===== src/rtl/wb_arbiter.sv =====
// Register-file write-back arbiter: ALU results win the write port, multi-cycle results queue in a FIFO.
// Define WB_SCOREBOARD_EN to compile in the pending-register scoreboard; otherwise pending reads 0.
module wb_arbiter #(
    parameter int unsigned BITSIZE    = 32,
    parameter int unsigned FIFO_DEPTH = 4
) (
    input  logic                            clk,
    input  logic                            reset,
    input  logic                            alu_valid,
    input  logic [4:0]                      alu_sel,
    input  logic [BITSIZE-1:0]              alu_data,
    input  logic                            mc_valid,
    output logic                            mc_ready,
    input  logic [4:0]                      mc_sel,
    input  logic [BITSIZE-1:0]              mc_data,
    input  logic                            issue_valid,
    input  logic [4:0]                      issue_sel,
    output logic [31:0]                     pending,
    output logic [$clog2(FIFO_DEPTH):0]     fifo_count,
    output logic                            WriteEnable,
    output logic [4:0]                      WriteSelect,
    output logic [BITSIZE-1:0]              WriteData
);

    localparam int unsigned PtrW = $clog2(FIFO_DEPTH);
    localparam int unsigned CntW = PtrW + 1;
    localparam int unsigned SelW = 5;

    typedef struct packed {
        logic [SelW-1:0]    sel;
        logic [BITSIZE-1:0] data;
    } entry_t;

    entry_t          fifoMem [FIFO_DEPTH];
    logic [PtrW-1:0] headPtr;
    logic [PtrW-1:0] tailPtr;
    logic [CntW-1:0] count;
    entry_t          headEntry;

    logic aluWin;
    logic pushEn;
    logic popEn;

    assign mc_ready   = (count < CntW'(FIFO_DEPTH));
    assign fifo_count = count;
    assign headEntry  = fifoMem[headPtr];

    // Register-0 beats still complete the handshake; they are just never stored.
    always_comb begin
        aluWin = alu_valid && (alu_sel != '0);
        pushEn = mc_valid && mc_ready && (mc_sel != '0);
        popEn  = !aluWin && (count != '0);
    end

    always_ff @(posedge clk or negedge reset) begin
        if (!reset) begin
            headPtr <= '0;
            tailPtr <= '0;
            count   <= '0;
        end else begin
            if (pushEn) tailPtr <= tailPtr + PtrW'(1);
            if (popEn)  headPtr <= headPtr + PtrW'(1);
            case ({pushEn, popEn})
                2'b10:   count <= count + CntW'(1);
                2'b01:   count <= count - CntW'(1);
                default: count <= count;
            endcase
        end
    end

    // Storage needs no reset: occupancy is tracked entirely by the pointers.
    always_ff @(posedge clk) begin
        if (pushEn) fifoMem[tailPtr] <= '{sel: mc_sel, data: mc_data};
    end

    always_ff @(posedge clk or negedge reset) begin
        if (!reset) begin
            WriteEnable <= 1'b0;
            WriteSelect <= '0;
            WriteData   <= '0;
        end else begin
            WriteEnable <= aluWin || popEn;
            if (aluWin) begin
                WriteSelect <= alu_sel;
                WriteData   <= alu_data;
            end else if (popEn) begin
                WriteSelect <= headEntry.sel;
                WriteData   <= headEntry.data;
            end
        end
    end

`ifdef WB_SCOREBOARD_EN
    logic        wbFromMc;
    logic [31:0] pendingNext;

    // Clear on the commit edge of a multi-cycle write; a same-edge issue re-sets the bit.
    always_comb begin
        pendingNext = pending;
        if (WriteEnable && wbFromMc) pendingNext[WriteSelect] = 1'b0;
        if (issue_valid && (issue_sel != '0)) pendingNext[issue_sel] = 1'b1;
    end

    always_ff @(posedge clk or negedge reset) begin
        if (!reset) begin
            wbFromMc <= 1'b0;
            pending  <= '0;
        end else begin
            wbFromMc <= popEn;
            pending  <= pendingNext;
        end
    end
`else
    logic unusedIssue;

    assign pending     = '0;
    assign unusedIssue = ^{issue_valid, issue_sel};
`endif

endmodule


===== config.mk =====
export PLATFORM = sky130hd
export DESIGN_NAME = wb_arbiter
export DESIGN_NICKNAME = d
export VERILOG_FILES = /design/src/rtl/wb_arbiter.sv
export SDC_FILE = /design/constraint.sdc
export NUM_CORES = 1
export LEC_CHECK = 0
export BUFFER_PORTS_ARGS = -buffer_cell sky130_fd_sc_hd__buf_2
export CORE_AREA = 3 3 153 155
export CTS_CLUSTER_DIAMETER = 40
export DETAILED_ROUTE_END_ITERATION = 8
export DIE_AREA = 0 0 156 158
export PLACE_DENSITY_LB_ADDON = 0.08
export SYNTH_ARGS = -nofsm -noshare
export SYNTH_HDL_FRONTEND = slang
export SYNTH_SLANG_ARGS = --single-unit

===== constraint.sdc =====
create_clock -name clk -period 4.1 [get_ports clk]
set_clock_uncertainty 0.15 [all_clocks]
set_input_delay 0.615 -clock clk [delete_from_list [all_inputs] [get_ports clk]]
set_output_delay 0.615 -clock clk [all_outputs]
set_load 0.1 [all_outputs]

Word level (Yosys, flattened, before mapping)
Memories as Yosys holds them, arrays and structs flattened.
Index checks and enable logic that the tools add are counted.

storage, ports and cells
  bits in registers = 45
  bits in writable memories = 148
  bits of input ports = 84
  output and inout port bits = 74
  logic and storage cells = 32
  memories kept = 1

operators by class
  add/sub/neg operators = 4
  order comparisons = 1
  equality and inequality tests = 2
  mux-type cells = 7
  reductions and logical operators = 11

memories
  memory   depth  bits a word  read ports  clocked after Yosys merged registers in  write ports  RTL line  text
  fifoMem  4      37           1           0                                        1            34        entry_t fifoMem [FIFO_DEPTH];

operators by type and width
  operator                                                                number
  32-bit two-way mux                                                      2
  5-bit two-way mux                                                       2
  5-bit nonzero test                                                      2
  3-bit case mux with 2 select lines                                      1
  2-bit by 1-bit adder with 2-bit output (second input constant)          2
  1-bit logical AND                                                       4
  2-bit nonzero test                                                      2
  3-bit by 1-bit adder with 3-bit output (second input constant)          1
  3-bit less-than comparator (second input constant)                      1
  3-bit nonzero test                                                      1
  3-bit by 1-bit subtractor with 3-bit output (second input constant)     1
  2-bit by 1-bit equality test with 1-bit output (second input constant)  1
  2-bit equality test (second input constant)                             1
  1-bit two-way mux                                                       2
  1-bit logical NOT                                                       1
  1-bit logical OR                                                        1

Logic depth before layout (Yosys ltp)
  depth after elaboration = 6
  mapped depth = 10
  mapped depth without buffers = 9

Worst setup path after synthesis
No wires, ideal clock.

  path type = flip-flop to flip-flop
  from = register count[2], in the netlist fifo_count[2]
  to = register count[2], in the netlist fifo_count[2]
  library setup time = 0.158 ns
  arrival = 3.187 ns
  required time = 3.792 ns
  setup slack = 0.605 ns
  stages on the path, launching flop included = 11
  buffers on the path = 1
  clock period less this slack = 3.495 ns
  cell sequence = dfrtp_1 -> inv_1 -> nand3_1 -> buf_2 -> and2_1 -> ha_1 -> inv_1 -> fa_1 -> xor2_1 -> nor2_1 -> xnor2_1

between the ends
  longest elaborated chain between the ends = 5
  elaborated cells on any way between the ends = 11
  classes of those cells = add/sub: 2; order compare: 1; eq/ne: 2; mux: 1; reduce/logical: 5

RTL lines
  item                                                                                          RTL line  text
  start, declared                                                                               37        logic [CntW-1:0] count;
  start signal, assigned                                                                        64        2'b10: count <= count + CntW'(1);
  start signal, assigned                                                                        65        2'b01: count <= count - CntW'(1);
  start signal, assigned                                                                        66        default: count <= count;
  3-bit less-than comparator (*)                                                                44        assign mc_ready = (count < CntW'(FIFO_DEPTH));
  net mc_ready                                                                                  13        output logic mc_ready,
  1-bit logical AND (*) (2 in a row)                                                            51        pushEn = mc_valid && mc_ready && (mc_sel != '0);
  2-bit by 1-bit equality test with 1-bit output / 2-bit equality test (equally long branches)  63        case ({pushEn, popEn})
  3-bit case mux with 2 select lines / 2-bit nonzero test (equally long branches)               n/a

The timed path passes the listed nets; every way through them passes the cells marked *.
A chain may end at the register's enable or synchronous reset.

Worst setup path after layout
  from = input alu_sel[3]
  to = register count[2], in the netlist fifo_count[2]

between the ends
  longest elaborated chain between the ends = 6
  elaborated cells on any way between the ends = 8
  classes of those cells = eq/ne: 2; mux: 1; reduce/logical: 5

RTL lines
  item                                                                                          RTL line  text
  start, declared                                                                               10        input logic [4:0] alu_sel,
  5-bit nonzero test (*)                                                                        50        aluWin = alu_valid && (alu_sel != '0);
  1-bit logical AND (*)                                                                         50
  1-bit logical NOT (*)                                                                         52        popEn = !aluWin && (count != '0);
  1-bit logical AND (*)                                                                         52
  net popEn                                                                                     42        logic popEn;
  2-bit by 1-bit equality test with 1-bit output / 2-bit equality test (equally long branches)  63
  3-bit case mux with 2 select lines / 2-bit nonzero test (equally long branches)               n/a

Marks and branches as above.

==> flow_metrics.py <==
metrics = {
    "cells_and_area": {
        "register_area_um2": 5580,
        "fillcell_total": 2015,
        "final_layout_size_suffix_gt1_share_pct": 34.0,
        "multi_input_comb_area_um2": 1870,
        "synthToLayoutAreaGrowth_pct": 18.7,
        "finish.net_count": 683,
    },
    "status": {
        "run_status": "completed",
    },
    "min_path": {
        "start_point_of_the_worst_hold_path": "mc_data[2]",
        "hold_wc_path_type": "input pin to flop",
    },
    "power": {
        "power_leakage_nw": 3.43,
        "combinational_power_share_pct": 37.3,
        "p_switching_mw": 3.09,
        "pwr-share-clk_pct": 24.1,
        "power.share.switching_pct": 42.0,
        "cell_internal_pwr_mw": 4.26,
        "power-per-cell-area_nw_per_um2": 805,
        "worst_ir_drop_vdd_uv": 385,
        "sequentialPowerShare_pct": 38.6,
    },
    "floorplan": {
        "i_o_pin_count": 158,
        "core_um2": 22000,
        "die_x_um": 156,
        "initial_core_util_pct": 35.1,
        "fp.dieH_um": 158,
        "fp.dieArea_um2": 24600,
        "core.rowCount": 54,
    },
    "route": {
        "drt.antenna.violating_nets": 0,
        "route.vias.total": 4237,
        "detail_route.wl_per_cell_um": 18.8,
        "drt_iter0_markers": 211,
        "finalWirelength_um": 16700,
        "dr.pass1.iters": 4,
        "drc_errors": 0,
        "via_per_inst": 4.78,
    },
    "timing": {
        "final.period_utilization_pct": 60.7,
        "finalSetupViolCount": 0,
        "final.setup.tns_ns": 0,
        "fmaxAchievable_mhz": 402,
        "transition_time_of_the_tightest_slew_check_pin_ns": 1.05,
        "finalMaxSlewViolations": 0,
        "post-route-min-period_ns": 2.49,
        "fin_hold_ws_ns": 0.245,
        "max-slew-margin-rel_pct": 30.2,
        "hold_violations": 0,
        "rsz0062_at_grt": "no",
    },
    "grt": {
        "grt_pass1_vias": 4434,
        "grt_usage_pct": 14.0,
        "grt_pass1_wl_um": 25800,
        "number_of_antenna_violations_at_the_first_check_in_global_routing": 2,
        "grt_start_max_net_pins": 77,
        "overflow": 0,
    },
    "logic_synthesis": {
        "number_of_library_cell_types_mapped_by_synthesis": 28,
        "netlist_area_before_placement_um2": 7700,
        "flip_flop_and_latch_count_after_synthesis": 193,
        "synthesis.yosys.warnings": 0,
        "syn_inst": 469,
        "syn_avg_cell_area_um2": 16.4,
        "synth_sequential_area_ratio_pct": 72.3,
    },
    "place": {
        "last_weighted_congestion_value_of_the_routability_driven_placer": 0.699,
        "placement.io_buffers": 119,
        "post_detailed_placement_half_perimeter_wirelength_um": 10400,
    },
    "cts": {
        "numCtsBuffers": 17,
        "clock_tree_from_tritoncts": "built",
        "setup_buffers_after_cts": 0,
        "ctsHoldBuffers": 1,
        "cts_resized": 0,
        "htree_levels": 4,
        "cts_root_cell": "clkbuf_16",
        "cts.reportedPaths.clkPinSlew_ns": 0.07,
        "clock_tree.buffer_depth": 2,
        "cts.sink_count": 193,
        "clkLatencyLatePin_ns": 0.42,
    },
    "worst_setup_path": {
        "critical_path.max_fanout": 2,
        "setup.worst_path.start": "alu_sel[3]",
        "critPathRequiredTime_ns": 4.29,
        "worstSetupEndpoint": "fifo_count[2]$_DFFE_PN0P_",
        "critical_path_class": "input pin to flop",
        "timing.reg2reg.setup_slack_ns": 1.66,
        "cp-start-kind": "input pin",
        "worst_r2r_path_depth": 4,
        "worstReg2RegEnd": "fifoMem[1][17]$_DFFE_PP_",
        "setup_crit_end_kind": "flop",
        "timing.critical_path.arrival_ns": 2.68,
        "r2r-start": "fifo_count[2]$_DFFE_PN0P_",
    },
    "job": {
        "max-cap-violations": 0,
    },
}
==> per-stage QoR <==
stage / utilization [%] / cells / power [mW] / cell area (um^2) / setup WS [ns]
5_1_grt: 41.6 / 886 / 7.73 / 9130 / 1.44
6_report: 41.6 / 887 / 7.35 / 9140 / 1.61
3_5_place_dp: 38.7 / 853 / 5.69 / 8490 / 1.16
2_1_floorplan: - / 500 / 5.08 / 7820 / 0.605
3_3_place_gp: 38.7 / 853 / 5.66 / 8490 / 1.17
4_1_cts: 41.6 / 886 / 7.47 / 9130 / 1.57
==> area by class of cell <==
| type | count | share of cell area (%) |
|---|---|---|
| Antenna cell | 1 | 0.0274 |
| Clock buffer | 18 | 4.70 |
| Clock inverter | 14 | 2.20 |
| Inverter | 7 | 0.288 |
| Multi-Input combinational cell | 244 | 20.5 |
| Sequential cell | 193 | 61.0 |
| Tap cell | 280 | 3.83 |
| Timing Repair Buffer | 130 | 7.45 |
==> state kept, by name, summed over array words and instances, names as in the netlist <==
signal	count
tailPtr	2
WriteSelect	5
headPtr	2
WriteEnable	1
fifoMem	148
WriteData	32
fifo_count	3
==> how the worst min path moves through the flow <==
stage | cells past startpoint | to | slack [ns]
after floorplan | 0 | WriteData[0]$_DFFE_PN0P_ | 0.17
after global placement | 1 | WriteData[31]$_DFFE_PN0P_ | 0.35
after detailed placement | 1 | WriteData[31]$_DFFE_PN0P_ | 0.36
after CTS | 1 | fifoMem[0][2]$_DFFE_PP_ | 0.23
after global routing | 1 | fifoMem[0][1]$_DFFE_PP_ | 0.23
final | 1 | fifoMem[0][2]$_DFFE_PP_ | 0.24
==> layout by cell type, fill, tap and decap left out, types with 2 or more instances in the layout <==
| master | instances |
|---|---|
| buf_4 | 10 |
| dfrtp_1 | 43 |
| conb_1 | 32 |
| inv_8 | 2 |
| inv_6 | 4 |
| and2_2 | 4 |
| edfxtp_1 | 148 |
| nand3_1 | 3 |
| bufinv_16 | 4 |
| nand2_1 | 74 |
| xor2_1 | 2 |
| mux4_2 | 37 |
| inv_1 | 7 |
| xnor2_1 | 4 |
| a32oi_1 | 2 |
| clkbuf_16 | 17 |
| ha_1 | 5 |
| a31oi_1 | 34 |
| buf_2 | 119 |
| clkinvlp_4 | 2 |
| nor2_1 | 36 |
==> power by group through the flow <==
| stage | logic, mW | clock network (mW) | registers [mW] |
|---|---|---|---|
| floorplan | 1.26 | 0 | 3.81 |
| global route | 2.92 | 1.90 | 2.91 |
| finish | 2.74 | 1.77 | 2.84 |
| CTS | 2.79 | 1.81 | 2.87 |
| global placement | 2.77 | 0 | 2.89 |
| detailed placement | 2.79 | 0 | 2.90 |
==> critical path, cell delays in order <==
cell     delay (ns)
buf_2          0.10
or4_1          0.58
o21ai_4        0.18
and2_1         0.18
ha_1           0.20
inv_1          0.06
fa_1           0.37
xor2_1         0.15
nor2_1         0.12
xnor2_1        0.13
==> cells in the mapped netlist <==
| cell | n | area (um^2) |
|---|---|---|
| nand3_1 | 4 | 20.0 |
| xor2_1 | 2 | 17.5 |
| a31oi_1 | 34 | 213 |
| buf_1 | 1 | 3.75 |
| nor2_1 | 36 | 135 |
| nor3_1 | 1 | 5.00 |
| ha_1 | 5 | 62.6 |
| buf_4 | 35 | 263 |
| or3_1 | 1 | 6.26 |
| conb_1 | 1 | 3.75 |
| o21ai_2 | 1 | 8.76 |
| fa_1 | 1 | 20.0 |
| a31oi_2 | 1 | 12.5 |
| and2_1 | 5 | 31.3 |
| or4_1 | 1 | 7.51 |
| clkbuf_1 | 6 | 22.5 |
| nand2_1 | 74 | 278 |
| buf_6 | 2 | 22.5 |
| mux4_2 | 37 | 833 |
| mux2i_1 | 1 | 10.0 |
| buf_2 | 12 | 60.1 |
| o311a_1 | 1 | 10.0 |
| dfrtp_1 | 45 | 1130 |
| xnor2_1 | 4 | 35.0 |
| inv_1 | 7 | 26.3 |
| a32oi_1 | 2 | 17.5 |
| edfxtp_1 | 148 | 4440 |
| o21ai_0 | 1 | 5.00 |
==> metal layers <==
metal	GRT usage (%)	up-vias	part of all wire, %
met1	18.2	2149	44
met5	0	-	0.084
met2	23.4	129	50
met3	4.13	15	5.7
li1	-	1940	-
met4	3.41	4	0.96
==> logic make-up after synthesis <==
family,synth area share [%]
fa+ha+maj,1.07
xor+xnor,0.682
buf+inv,5.17
mux,11.0
flops,72.3
compound gates,3.46
simple gates,6.27
other cells,0.0487
Power figures use the tool's default switching activity.
